<file path="src/rtl/fact_bus_if.sv">
// Memory-mapped front end for the factorial peripheral.
// Holds the operand, issues a one-cycle start pulse to the core, tracks
// busy/done/error status and latches the core product for software readback.
module fact_bus_if #(
   parameter int DATA_W = 32,
   parameter int N_W    = 4
) (
   input  logic              clk,
   input  logic              rst,
   input  logic              we,
   input  logic [1:0]        addr,
   input  logic [DATA_W-1:0] wd,
   output logic [DATA_W-1:0] rd,
   output logic [N_W-1:0]    core_n,
   output logic              core_go,
   input  logic              core_done,
   input  logic              core_error,
   input  logic [DATA_W-1:0] core_result
);

   localparam logic [1:0] A_N      = 2'd0;
   localparam logic [1:0] A_GO     = 2'd1;
   localparam logic [1:0] A_STATUS = 2'd2;
   localparam logic [1:0] A_RESULT = 2'd3;

   typedef enum logic [1:0] {
      S_IDLE = 2'd0,
      S_GO   = 2'd1,
      S_WAIT = 2'd2,
      S_CAPT = 2'd3
   } state_t;

   state_t            state;
   state_t            state_nxt;
   logic [N_W-1:0]    n_q;
   logic [DATA_W-1:0] res_q;
   logic              done_f;
   logic              err_f;
   logic              busy;
   logic              go_acc;
   logic              n_wr;

   // Bus writes only take effect while idle; anything else is silently dropped
   assign go_acc = we && (addr == A_GO) && wd[0] && (state == S_IDLE);
   assign n_wr   = we && (addr == A_N) && (state == S_IDLE);

   assign core_n = n_q;

   // State register
   always_ff @(posedge clk or posedge rst) begin
      if (rst) begin
         state <= S_IDLE;
      end else begin
         state <= state_nxt;
      end
   end

   // Next-state logic; core_done is only looked at in WAIT since the core
   // also reports done while it is idle
   always_comb begin
      state_nxt = state;
      case (state)
         S_IDLE: if (go_acc) state_nxt = S_GO;
         S_GO:   state_nxt = core_error ? S_IDLE : S_WAIT;
         S_WAIT: if (core_done) state_nxt = S_CAPT;
         S_CAPT: state_nxt = S_IDLE;
         default: state_nxt = S_IDLE;
      endcase
   end

   // Moore outputs: start pulse in GO only, busy whenever not idle
   always_comb begin
      core_go = 1'b0;
      busy    = 1'b1;
      case (state)
         S_IDLE: busy    = 1'b0;
         S_GO:   core_go = 1'b1;
         default: ;
      endcase
   end

   // Operand register, writable only while idle
   always_ff @(posedge clk or posedge rst) begin
      if (rst) begin
         n_q <= '0;
      end else if (n_wr) begin
         n_q <= wd[N_W-1:0];
      end
   end

   // Sticky done/error flags and result capture; an accepted GO clears flags
   always_ff @(posedge clk or posedge rst) begin
      if (rst) begin
         res_q  <= '0;
         done_f <= 1'b0;
         err_f  <= 1'b0;
      end else begin
         if (go_acc) begin
            done_f <= 1'b0;
            err_f  <= 1'b0;
         end else if ((state == S_GO) && core_error) begin
            done_f <= 1'b1;
            err_f  <= 1'b1;
         end else if (state == S_CAPT) begin
            res_q  <= core_result;
            done_f <= 1'b1;
            err_f  <= 1'b0;
         end
      end
   end

   // Combinational read mux; unused bits read as zero
   always_comb begin
      rd = '0;
      case (addr)
         A_N:      rd[N_W-1:0] = n_q;
         A_GO:     rd = '0;
         A_STATUS: rd[2:0] = {busy, err_f, done_f};
         A_RESULT: rd = res_q;
         default:  rd = '0;
      endcase
   end

endmodule

</file>
<file path="config.mk">
export PLATFORM = sky130hd
export DESIGN_NAME = fact_bus_if
export DESIGN_NICKNAME = d
export VERILOG_FILES = /design/src/rtl/fact_bus_if.sv
export SDC_FILE = /design/constraint.sdc
export NUM_CORES = 1
export LEC_CHECK = 0
export ABC_AREA = 1
export CORE_MARGIN = 3
export CORE_UTILIZATION = 35
export DETAILED_ROUTE_END_ITERATION = 10
export PLACE_DENSITY = 0.78
export SETUP_SLACK_MARGIN = 0.5
export SLEW_MARGIN = 10
export SYNTH_ARGS = -nofsm -noshare
export SYNTH_HDL_FRONTEND = slang
export SYNTH_SLANG_ARGS = --single-unit
</file>
<file path="constraint.sdc">
create_clock -name clk -period 1.15 [get_ports clk]
set_input_delay 0.23 -clock clk [delete_from_list [all_inputs] [get_ports clk]]
set_output_delay 0.23 -clock clk [all_outputs]
set_load 0.01 [all_outputs]
</file>
# --- Word-level counts from Yosys, hierarchy flattened ---
# Index checks and enable logic that the tools add are counted.
classes:
  addsub: 0
  mul: 0
  div_mod_pow: 0
  magnitude_cmp: 0
  eq_ne: 8
  shift: 0
  n_mux: 15
  bitwise: 2
  reduce_logical: 11
op_table:
  columns: ["op", "count"]
  rows:
  - ["28-bit 2-to-1 mux", 1]
  - ["3-bit one-hot mux with 4 select lines", 1]
  - ["2-bit equality test, second input constant", 4]
  - ["1-bit 2-to-1 mux", 8]
  - ["2-bit one-hot mux with 4 select lines", 1]
  - ["1-bit logical AND", 6]
  - ["2-bit 2-to-1 mux", 3]
  - ["2-bit by 1-bit equality test with 1-bit output, second input constant", 2]
  - ["2-bit logical NOT", 2]
  - ["2-bit inequality test, second input constant", 2]
  - ["3-bit AND reduction", 1]
  - ["3-bit nonzero test", 1]
  - ["1-bit NOT", 2]
  - ["1-bit one-hot mux with 2 select lines", 1]
  - ["2-bit AND reduction", 1]
word_totals:
  regBits: 40
  latch_bits: 0
  ram_bits: 0
  mem_bits_ro: 0
  out_inout_bits: 37
  elab_cells: 41
  n_memories: 0

# --- Depth between registers and ports, before layout ---
# Gate-level depths: netlist of run 1.
logic_depth:
  ltp_word: 6
  depth_mapped: 7

# --- Worst setup path before layout of run 1 ---
# OpenSTA, ideal clock, no wires.
synth_timing:
  path_type: "in2out"
  from: "in addr[0]"
  to: "out rd[3]"
  arrival_time_ns: 0.900
  required_time_ns: 0.920
  slack_ns: 0.020
  path_stages: 4
  n_path_buf: 1
  cell_sequence: "ha_1 -> buf_2 -> nand2_1 -> a21oi_1"
synth_between:
  elab_chain_cells: 2
synth_lines:
  columns: ["element", "line", "rtl"]
  rows:
  - ["start: declaration", "11", "input logic [1:0] addr,"]
  - ["2-bit equality test or 2-bit logical NOT (tied branches)", "115", "case (addr)"]
  - ["1-bit one-hot mux with 2 select lines (*)", "115", null]
  - ["end: declaration", "13", "output logic [DATA_W-1:0] rd,"]
# Mark *: on every way between the ends. The rest lies on a longest branch, timed or not.

# --- Worst setup path in the final report of run 1 ---
layout_timing:
  from: "in addr[1]"
  to: "out rd[2]"
layout_between:
  elab_chain_cells: 2
layout_lines:
  columns: ["element", "line"]
  rows:
  - ["2-bit equality test (tied with other cells)", "115"]
  - ["3-bit one-hot mux with 4 select lines (*)", "115"]
# Marked as above.

==> impl_metrics.toml, run 1 <==
[status]
status = "finished, violations left"
violations_in_the_final_reports = "setup timing"

[cts]
worstSkewPairLatency_ns = 0.29
clock_tree_from_tritoncts = "done"
clk_transition_reported_paths_ns = 0.08
cts_root_buf = "clkbuf_8"
cts_num_sinks = 40
cts_max_path_buffers = 2
cts-htree-levels = 2
numCtsBuffers = 5

[floorplanning]
core-area_um2 = 5240
floorplan.io_pins = 108
placementRows = 26
fp.dieH_um = 80.4
initial_utilization = 0.370
x_dimension_of_the_die_um = 80.4
die_area_um2 = 6460

[grt]
number_of_antenna_violations_at_the_first_check_in_global_routing = 0
busiest_layer = "met2"
overflow = 0
groute.layer.met1.usage = 0.252
first_global_vias = 2187
grt_use_met3 = 0.0471
grtUsageTotal = 0.213
grt_max_degree = 41
grt_pass1_wl_um = 10400
global_route.usage.met2 = 0.380

[sta]
rsz0062_at_grt = "true"
clock_period_minus_final_worst_setup_slack_ns = 1.46
min_period_over_period = 1.27
slew_viol_final = 0
relative_slew_slack = 0.844
setup_violations = 70
max_clock_freq_mhz = 685
finalClockSkew_ns = 0.00783
final_critical_path_setup_slack_ns = -0.309
max_slew.worst_pin.slew_ns = 0.235
finalHoldViolations = 0

[pwr]
total_leakage_power_nw = 2.45
vdd.ir_drop.worst_v = 0.00117
total_power_w = 0.00867
power_per_cell_area_nw_per_um2 = 1890

[route]
drtIter0Drc = 37
route.vias.total = 2251
drt-pass1-iter-count = 4
drc_violation_count_after_routing = 0
post_drt_wl_per_cell_um = 16.1
detail-route-antenna-nets = 0
route.detailed.vias_per_inst = 4.71
route.final.wire_length_um = 7700

[synthesis]
post_synth_instance_area_um2 = 1940
yosys.cell_types.count = 15
postSynthAreaPerCell_um2 = 7.28
synth_seq_cells = 40
sequential_share_of_the_synthesized_area = 0.517
yosys_warnings = 0
syn-num-nets = 342
syn_inst = 266

[placement]
placement.io_buffers = 79
dpl_worst_slack_ns = -1.05
hpwlAfterDp_um = 3570
gpl.final_weighted_congestion = 0.713

[critical_path]
critical_path_arrival_ns = 1.23
required_time_at_the_worst_slack_endpoint_ns = 0.92
endpoint_kind = "output pin"
cpPeakStageDelay_ns = 0.17
critical-path-top-cell-by-count = "buf_6"
timing.critical_path.slowest_stage_cell = "ha_4"
crit_cells = 10
series_of_cell_instances_along_the_critical_path = "buf_6, buf_6, ha_4, buf_6, buf_6, nand2_2, nand2_1, nor2_1, nor2_1, buf_2"
timing.critical_path.max_delay_family = "buffers and inverters"
cp_num_buf_inv = 5
timing.critical_path.fanout_max = 4
critical_path_startpoint_category = "input pin"
timing_worst_setup_path_type = "in2out"
r2r_cell_count = 8

[cells_and_area]
flow.area_growth_from_synthesis_pct = 137
layout_commonest_cell = "nand2_4"
layout.filler_cells = 240
final_net_count = 483
mostFrequentLayoutCells = "nand2_4, buf_6, nand2_2"
drive_above_1_share = 0.659
antenna_cells = 0

[job]
drv_cap = 0

[worst_hold_path]
timing.hold.worst.class = "in2async"
worst min-delay path: cells and delay by family:
kind	cells	cell delay, ns
buf+inv	3	0.77
routing by layer:
metal,vias to the layer above,share of wire
met1,1076,0.38
li1,1076,-
met3,18,0.041
met5,-,0
met2,81,0.55
met4,0,0.027
sequential cells by signal (all words and copies together) (netlist names), named ones only:
name	count
done_f	1
res_q	32
err_f	1
core_n	4
state	1
final cells by class:
| class | count | area, um2 | area share |
|---|---|---|---|
| well taps | 70 | 87.6 | 0.0191 |
| inverters | 39 | 195 | 0.0425 |
| clock buffers | 6 | 72.6 | 0.0158 |
| clock inverters | 2 | 35.0 | 0.00762 |
| repair buffers | 143 | 1780 | 0.388 |
| multi-input cells | 178 | 1420 | 0.309 |
| flip-flops and latches | 40 | 1000 | 0.218 |
what timing repair did:
item | CTS | global route
setup endpoints to repair | 77 | 77
hold endpoints to repair | 0 | 0
buffers inserted | 20 | 9
hold buffers | 0 | 0
pin swaps | 30 | 23
cloned | 10 | 0
resized for setup | 277 | 98
power breakdown:
part	internal, W	total, W	leakage (nW)	switching (W)
sequential	0.00211	0.00309	0.482	0.000982
clock	0.000644	0.00114	0.0552	0.000493
combinational	0.00254	0.00444	1.92	0.00190
Yosys cell counts:
cell type  number  share of area
a21oi_1         7          0.018
buf_2           1         0.0026
buf_4           3          0.012
clkbuf_1        5         0.0097
dfrtp_1        40           0.52
ha_1            5          0.032
inv_1          38          0.074
inv_2           1         0.0019
nand2_1       146           0.28
nand2_2         1         0.0032
nand3_1         4          0.010
nand4_1         4          0.013
nor2_1          9          0.017
nor2_2          1         0.0032
o21ai_0         1         0.0026
through the flow:
step | setup TNS [ns] | hold slack (ns) | util | instances | cell area, um2
finish | -13.40 | 0.335 | 0.878 | 478 | 4600
global route | -14.99 | 0.342 | 0.878 | 478 | 4600
CTS | -10.72 | 0.334 | 0.799 | 469 | 4180
detailed placement | -33.84 | 0.482 | 0.620 | 431 | 3250
global placement | -32.76 | 0.482 | 0.620 | 431 | 3250
floorplan | 0 | 0.209 | - | 266 | 2210
final timing paths:
path / startpoint / endpoint / slack, ns
setup reg to reg: state[0] / res_q[9] / -0.21
setup / recovery: addr[1] / rd[2] / -0.31
hold / removal: rst / res_q[20] / 0.33
hold reg to reg: res_q[2] / res_q[2] / 0.54
min in group clk: core_result[19] / res_q[19] / 0.47
max in group asynchronous: rst / res_q[4] / 0.61
cells by family after synthesis:
| group | synth area share |
|---|---|
| simple gates | 0.330 |
| buf+inv | 0.0995 |
| flops | 0.517 |
| compound gates | 0.0207 |
| fa+ha+maj | 0.0323 |
Power figures use the tool's default switching activity.
==> run 2: changes to the inputs <==
--- a/config.mk
+++ b/config.mk
@@ -9,7 +9,9 @@
 export CORE_MARGIN = 3
 export CORE_UTILIZATION = 35
 export DETAILED_ROUTE_END_ITERATION = 10
+export HOLD_SLACK_MARGIN = 0.1
 export PLACE_DENSITY = 0.78
+export RECOVER_POWER = 25
 export SETUP_SLACK_MARGIN = 0.5
 export SLEW_MARGIN = 10
 export SYNTH_ARGS = -nofsm -noshare
==> impl_metrics.toml, run 2 (same netlist as run 1, synthesis figures left out) <==
[cells_and_area]
final_util = 0.875
layout_commonest_cell = "nand2_4"
mostFrequentLayoutCells = "nand2_4, buf_6, nand2_2"
finish.instance_area_um2 = 4580
flow.area_growth_from_synthesis_pct = 137
final_net_count = 483
largest_register_ffs = 32
top_register = "res_q"
drive_above_1_share = 0.659
antenna_cells = 0

[pwr]
total_leakage_power_nw = 2.45
vdd.ir_drop.worst_v = 0.00117
power_per_cell_area_nw_per_um2 = 1890

[sta]
max_clock_freq_mhz = 684
slew_viol_final = 0
relative_slew_slack = 0.634
final_critical_path_setup_slack_ns = -0.311
min_period_over_period = 1.27
finalHoldViolations = 0
clock_period_minus_final_worst_setup_slack_ns = 1.46
setup_violations = 70
rsz0062_at_grt = "true"
max_slew.worst_pin.slew_ns = 0.549
finalClockSkew_ns = 0.00754

[route]
drt-pass1-iter-count = 4
route.detailed.vias_per_inst = 4.71
drc_violation_count_after_routing = 0
route.vias.total = 2249
detail-route-antenna-nets = 0
drtIter0Drc = 49
route.final.wire_length_um = 7690
post_drt_wl_per_cell_um = 16.1

[critical_path]
reg2reg_to = "res_q[9]"
regToRegStartpoint = "state[0]"
ff2ff_setup_slack_ns = -0.21
endpoint_kind = "output pin"
r2r_cell_count = 8
critical_path_arrival_ns = 1.23
timing.critical_path.from = "addr[1]"
timing_worst_setup_path_type = "in2out"
worstSetupEndpoint = "rd[2]"
required_time_at_the_worst_slack_endpoint_ns = 0.92
critical_path_startpoint_category = "input pin"
timing.critical_path.fanout_max = 4

[cts]
worstSkewPairLatency_ns = 0.29
clock_tree_from_tritoncts = "done"
clk_transition_reported_paths_ns = 0.08
hold_buffers = 0
cts_max_path_buffers = 2
cts-htree-levels = 2
cts_root_buf = "clkbuf_8"
cts_num_sinks = 40
numCtsBuffers = 5

[placement]
dpl-instance-area_um2 = 3250
placement.io_buffers = 79
gpl.final_weighted_congestion = 0.713
hpwlAfterDp_um = 3570

[status]
violations_in_the_final_reports = "setup timing"
status = "finished, violations left"

[grt]
grt_max_degree = 41
first_global_vias = 2187
number_of_antenna_violations_at_the_first_check_in_global_routing = 0
grt_pass1_wl_um = 10400
grtUsageTotal = 0.213
overflow = 0

[worst_hold_path]
timing.hold.worst.class = "in2reg"

[floorplanning]
core-area_um2 = 5240
x_dimension_of_the_die_um = 80.4
initial_utilization = 0.370
placementRows = 26
fp.dieH_um = 80.4
die_area_um2 = 6460
floorplan.io_pins = 108

[job]
drv_cap = 0
==> run 2: cell count changes in the layout (fill, tap and decap cells not counted), sizes merged <==
| cell | delta |
|---|---|
| clkbuf | +1 |
| clkdlybuf4s50 | -1 |
| dlygate4sd3 | +1 |
| buf | -1 |
==> run 2: final cells by class <==
cell class                      count  area [um2]
Timing Repair Buffer              143        1770
Multi-Input combinational cell    178        1420
Sequential cell                    40        1000
Fill cell                         242         653
Inverter                           39         195
Tap cell                           70        87.6
Clock buffer                        6        72.6
Clock inverter                      2        35.0
==> run 2: critical path, cell delays in order <==
cell and delay [ns]:
buf_6 0.09, buf_6 0.11, ha_4 0.17, buf_6 0.13, buf_6 0.11, nand2_2 0.05, nand2_1 0.04, nor2_1 0.10
nor2_1 0.06, buf_2 0.14
==> run 2: routing by layer <==
metal / share of wire / track usage / vias to the layer above
li1: - / - / 1075
met1: 0.37 / 0.252 / 1085
met2: 0.56 / 0.380 / 73
met3: 0.042 / 0.0471 / 16
met4: 0.026 / 0.0659 / 0
met5: 0 / 0 / -
==> run 2: metrics by stage <==
stage | hold WS, ns | setup WS, ns | std cells | total power [W] | TNS [ns]
finish | 0.474 | -0.311 | 478 | 0.00866 | -13.39
global placement | 0.482 | -1.02 | 431 | 0.00520 | -32.76
floorplan | 0.209 | 0.130 | 266 | 0.00393 | 0
CTS | 0.334 | -0.284 | 469 | 0.00752 | -10.72
global route | 0.477 | -0.347 | 478 | 0.00914 | -14.99
detailed placement | 0.482 | -1.05 | 431 | 0.00528 | -33.84
==> run 2: timing repair <==
| action | 4_1_cts | 5_1_grt |
|---|---|---|
| pin swaps | 30 | 23 |
| hold endpoints to repair | 0 | 0 |
| resized for setup | 277 | 98 |
| cloned | 10 | 0 |
| setup endpoints to repair | 77 | 77 |
| buffers inserted | 20 | 9 |
==> run 2: power breakdown <==
part           switching [W]  internal, W
sequential          0.000977      0.00211
combinational        0.00190      0.00253
clock               0.000490     0.000644
total                0.00337      0.00529
==> run 2: how the worst min path moves through the flow <==
stage	startpoint	end	slack, ns	cells after the start
after floorplan	rst	core_n[0]	0.21	1
after global placement	res_q[14]	res_q[14]	0.48	2
after detailed placement	res_q[2]	res_q[2]	0.48	2
after CTS	rst	core_n[0]	0.33	3
after global routing	core_result[8]	res_q[8]	0.48	3
final	core_result[19]	res_q[19]	0.47	3
==> RTL change 1, RTL diff (settings of run 2) <==
Re-encode `state_t` (4 states) as one-hot, 4 bits wide.
--- a/src/rtl/fact_bus_if.sv
+++ b/src/rtl/fact_bus_if.sv
@@ -24,9 +24,9 @@
    localparam logic [1:0] A_RESULT = 2'd3;
 
-   typedef enum logic [1:0] {
-      S_IDLE = 2'd0,
-      S_GO   = 2'd1,
-      S_WAIT = 2'd2,
-      S_CAPT = 2'd3
+   typedef enum logic [3:0] {
+      S_IDLE = 4'b0001,
+      S_GO   = 4'b0010,
+      S_WAIT = 4'b0100,
+      S_CAPT = 4'b1000
    } state_t;
 
Check against the original RTL: same outputs for any inputs over 10 cycles, from zero or initial values and one cycle with rst high; not proved beyond that.
==> RTL change 1 against run 2 <==
- the run still ends with negative setup slack left
- sequential share of layout area rose by 0.92 points
- final area rose by 0.66%
- clock skew barely moved
- synthesized area rose by 11%
- die area rose by 10%
- worst setup slack got worse by 0.059 ns
- power fell by 33%
- sequential cell count rose by 2
- wire length rose by 0.25%
- largest cell class unchanged
- largest power group unchanged
==> RTL change 1: results (changes against run 2) <==
Status -> complete, but fails checks
Violated checks -> negative setup slack
Sw Share -> 31.12% (-7.8 points)
First-pass GRT wire length -> 11820 µm (+14%)
Ranking of synthesized cells by area -> dfrtp_1 48%, nand2_1 19%, nand3_1 8.6%
Flop+latch power -> 1770 µW (-43%)
PostCTS Resize Cnt -> 284 (+2.5%)
Layout cell share with drive strength beyond 1 -> 62.14% (-3.8 points)
Sequential fraction of the synthesis area -> 48.95% (-2.8 points)
Startpoint types -> flip-flop
Crit path max-delay cell type -> dfstp_2
Largest net degree at the start of global routing -> 23 (-44%)
DRT Pass-1 Iters -> 5 (+1)
Postcts setup bufs -> 22 (+10%)
Worst Path Max Fanout -> 2 (-2)
Crit path launch -> state[0]
HPWL after DPL -> 4239 µm (+19%)
Routed len/inst -> 15.66 µm (-2.6%)
Final #Nets -> 495 (+2.5%)
Reg-to-reg slack, setup -> -0.36 ns (-0.15 ns)
Final WS setup -> -0.3705 ns (-0.05930 ns)
Met3 Track Usage GR -> 4.122% (-0.59 points)
Crit path DAT -> 1.29 ns (+0.06 ns)
Synth cell types -> 18 (+3)
Min-delay worst type -> input pin to async pin
CP delay by family, top -> flip-flops
Final setup fails -> 79 (+13%)
Peak supply drop -> 0.9079 mV (-23%)
Detailed Route Iter0 Violations -> 75 (+53%)
Met2 GRT Util -> 41.03% (+3.0 points)
Max Clock Skew -> 0.007887 ns (+0.0003444 ns)
==> RTL change 1: cell types whose count changed in the layout (fill, tap and decap cells not counted), moves of 3 or more <==
cell	change
nand3_2	+19
nand3_1	+15
inv_1	+4
nand2_4	-18
buf_6	+9
buf_12	-4
o21ai_1	+4
clkbuf_8	+3
nor2_4	+7
nand4_1	-4
dfrtp_1	+3
nand2_2	-19
==> RTL change 1: path summary, 6_finish.rpt <==
kind,to,depth (start not counted)
setup reg to reg,res_q[8],9
min in group clk,core_n[1],3
hold reg to reg,res_q[1],2
hold / removal,res_q[16],3
max in group asynchronous,state[0],3
setup / recovery,rd[2],6
==> RTL change 1: final cells by class <==
| cell class | count | area, µm² |
|---|---|---|
| Fill cell | 363 | 1095 |
| Timing Repair Buffer | 147 | 1760 |
| Clock buffer | 8 | 110.1 |
| Multi-Input combinational cell | 180 | 1414 |
| Sequential cell | 42 | 1052 |
| Tap cell | 72 | 90.09 |
| Inverter | 43 | 187.7 |
==> RTL change 1: cells by family after synthesis <==
kind of cell,synth area share [%]
adder cells (fa/ha/maj),2.910
AND/OR/NAND/NOR,33.35
buffers and inverters,11.76
AO/OA/AOI/OAI,3.027
flip-flops,48.95
==> RTL change 1: per-layer routing <==
layer / part of all wire [%] / routed length [µm]
met5: 0 / 0
met4: 2.1 / 159
met3: 5.3 / 406
met2: 57 / 4392
met1: 36 / 2749
==> RTL change 1: per-stage QoR <==
stage          hold slack, ns  power (µW)  cell area (µm²)  setup WS [ns]
2_1_floorplan          0.2212        2467             2392       -0.03050
3_3_place_gp           0.4635        3249             3410        -0.9993
3_5_place_dp           0.4741        3289             3410         -1.007
4_1_cts                0.3170        5467             4327        -0.3690
5_1_grt                0.4683        6046             4614        -0.4378
6_report               0.4512        5802             4614        -0.3705
==> RTL change 2, RTL diff (config.mk and constraints of run 2) <==
Made on the original files. `DATA_W`: 32 -> 48.
--- a/src/rtl/fact_bus_if.sv
+++ b/src/rtl/fact_bus_if.sv
@@ -3,5 +3,5 @@
 // busy/done/error status and latches the core product for software readback.
 module fact_bus_if #(
-   parameter int DATA_W = 32,
+   parameter int DATA_W = 48,
    parameter int N_W    = 4
 ) (
Ports: changed (resized core_result, rd and wd); port bits go from 108 to 156. No check against the original RTL was run, so the function may have changed too.
==> RTL change 2 against run 2 <==
- the run still ends with negative setup slack left
- sequential power increased by 33%
- synthesized area is 44% higher
- final cell count up 33%
- power rose by 38%
- final area grew 27%
- utilization down 9.5 points
- sequential cell count is 16 higher
- worst setup slack lost 0.058 ns
- clock power up 53%
- critical path depth down 4
- wire length grew 34%
==> RTL change 2: results (changes against run 2) <==
Met3 Track Usage GR -> 4.972% (+0.26 points)
#MultiIn Comb -> 242 (+36%)
HPWL after DPL -> 5581 µm (+56%)
Tightest Pin Transition -> 0.5643 ns (+0.01521 ns)
Detailed Route WL -> 10270 µm (+34%)
Reg-to-reg slack, setup -> -0.29 ns (-0.08 ns)
Max Clock Skew -> 0.008657 ns (+0.001115 ns)
Detailed Route Iter0 Violations -> 136 (+180%)
Final WS setup -> -0.3689 ns (-0.05763 ns)
Peak supply drop -> 0.9856 mV (-16%)
Tot GR Track Use -> 22.58% (+1.3 points)
HP Start -> addr[0]
Status -> complete, but fails checks
Most frequent cells after synthesis -> 162 x nand2_1, 56 x dfrtp_1, 53 x inv_1
Final #Nets -> 646 (+34%)
Avg Vias per Cell -> 4.842 (+2.9%)
DRT met1 WL -> 4026 µm (+41%)
Ys flop type -> dfrtp_1
WHS Path Cells -> 5 (+2)
Sink of the worst hold path -> done_f
Clk_lat worst skew -> 0.31 ns (+0.02 ns)
Sequential Area -> 1404 µm² (+40%)
Layout inverter count without the clock tree -> 53 (+36%)
M1 GR Usage -> 28.69% (+3.5 points)
Met2 WL -> 5387 µm (+25%)
Routability congestion estimate -> 0.9471 (+33%)
Clk cell area share -> 2.719% (+0.37 points)
Setup TNS -> -21.42 ns (-8.037 ns)
DR top layer -> met4
RR Endpoint -> res_q[12]
Multi-input combinational area share -> 28.09% (-2.9 points)
Violated checks -> negative setup slack
DRT Pass-1 Iters -> 4 (unchanged)
Max reg flops -> 48 (+50%)
Leak pwr -> 0.003192 µW (+30%)
Crit path DAT -> 1.29 ns (+0.06 ns)
Ranking of synthesized cells by area -> dfrtp_1 50%, nand2_1 22%, nand3_1 9.3%
Met2 GRT Util -> 39.30% (+1.3 points)
Sequential fraction of the synthesis area -> 50.34% (-1.4 points)
Clock transition at path regs -> 0.10 ns (+0.02 ns)
Metal3 WL -> 700 µm (+120%)
Signal buf overhead -> 39.54% (+0.90 points)
Largest net degree at the start of global routing -> 34 (-17%)
Final setup fails -> 105 (+50%)
Non-clock buffer count in the final layout -> 180 (+26%)
FF-to-FF path depth -> 9 (+1)
Port bufs -> 111 (+41%)
Post-route cell area -> 5844 µm² (+27%)
Vias in the first global route -> 3095 (+42%)
Mapped Nets -> 481 (+41%)
First-pass GRT wire length -> 15610 µm (+50%)
Layout cell share with drive strength beyond 1 -> 53.25% (-13 points)
Reg-to-reg startpoint -> state[0]
Fill cell count -> 477 (+97%)
# clk buffers -> 5 (-1)
Seq_cells -> 56 (+40%)
Post-DP Area -> 4358 µm² (+34%)
Synth cell types -> 16 (+1)
Worst Path Max Fanout -> 2 (-2)
-- RTL change 2: timing repair --
item / in CTS / in global routing
setup endpoints to repair: 109 / 109
cloned: 17 / 1
buffers inserted: 23 / 5
resized for setup: 356 / 61
pin swaps: 10 / 21
-- RTL change 2: kinds of logic after synthesis --
family | Yosys count | synth area share (%)
compound gates | 8 | 1.438
simple gates | 229 | 34.02
buf+inv | 75 | 11.96
fa+ha+maj | 5 | 2.247
flops | 56 | 50.34
-- RTL change 2: stage by stage --
| step | total power (µW) | util (%) | std cells | setup slack, ns | hold slack, ns |
|---|---|---|---|---|---|
| floorplan | 5760 | - | 373 | 0.06546 | 0.3105 |
| global placement | 7199 | 58.21 | 584 | -0.9803 | 0.4739 |
| finish | 11920 | 78.07 | 638 | -0.3689 | 0.4647 |
| global route | 12570 | 78.07 | 638 | -0.4064 | 0.4711 |
| detailed placement | 7347 | 58.21 | 584 | -1.019 | 0.4787 |
| CTS | 11150 | 74.70 | 632 | -0.3487 | 0.3280 |
-- RTL change 2: worst max path at each step --
stage                          from     end  slack, ns  cells past startpoint
final                      state[0]   rd[2]      -0.37                      6
after global routing       state[0]   rd[2]      -0.41                      6
after CTS                  state[0]   rd[2]      -0.35                      6
after detailed placement    addr[0]  rd[10]      -1.02                      6
after global placement      addr[0]  rd[14]      -0.98                      6
after floorplan           flip-flop   rd[2]       0.07                      5
-- RTL change 2: where the power goes --
group	internal (µW)	switching, µW
logic	3480	2590
clock network	1090	645
registers	2960	1160
-- RTL change 2: critical path: stages (launching register included) --
cell and delay, ns:
dfrtp_2 0.42, buf_6 0.12, nor2_4 0.08, nor2_1 0.05, nor2_1 0.12, nor2_2 0.06, buf_2 0.13
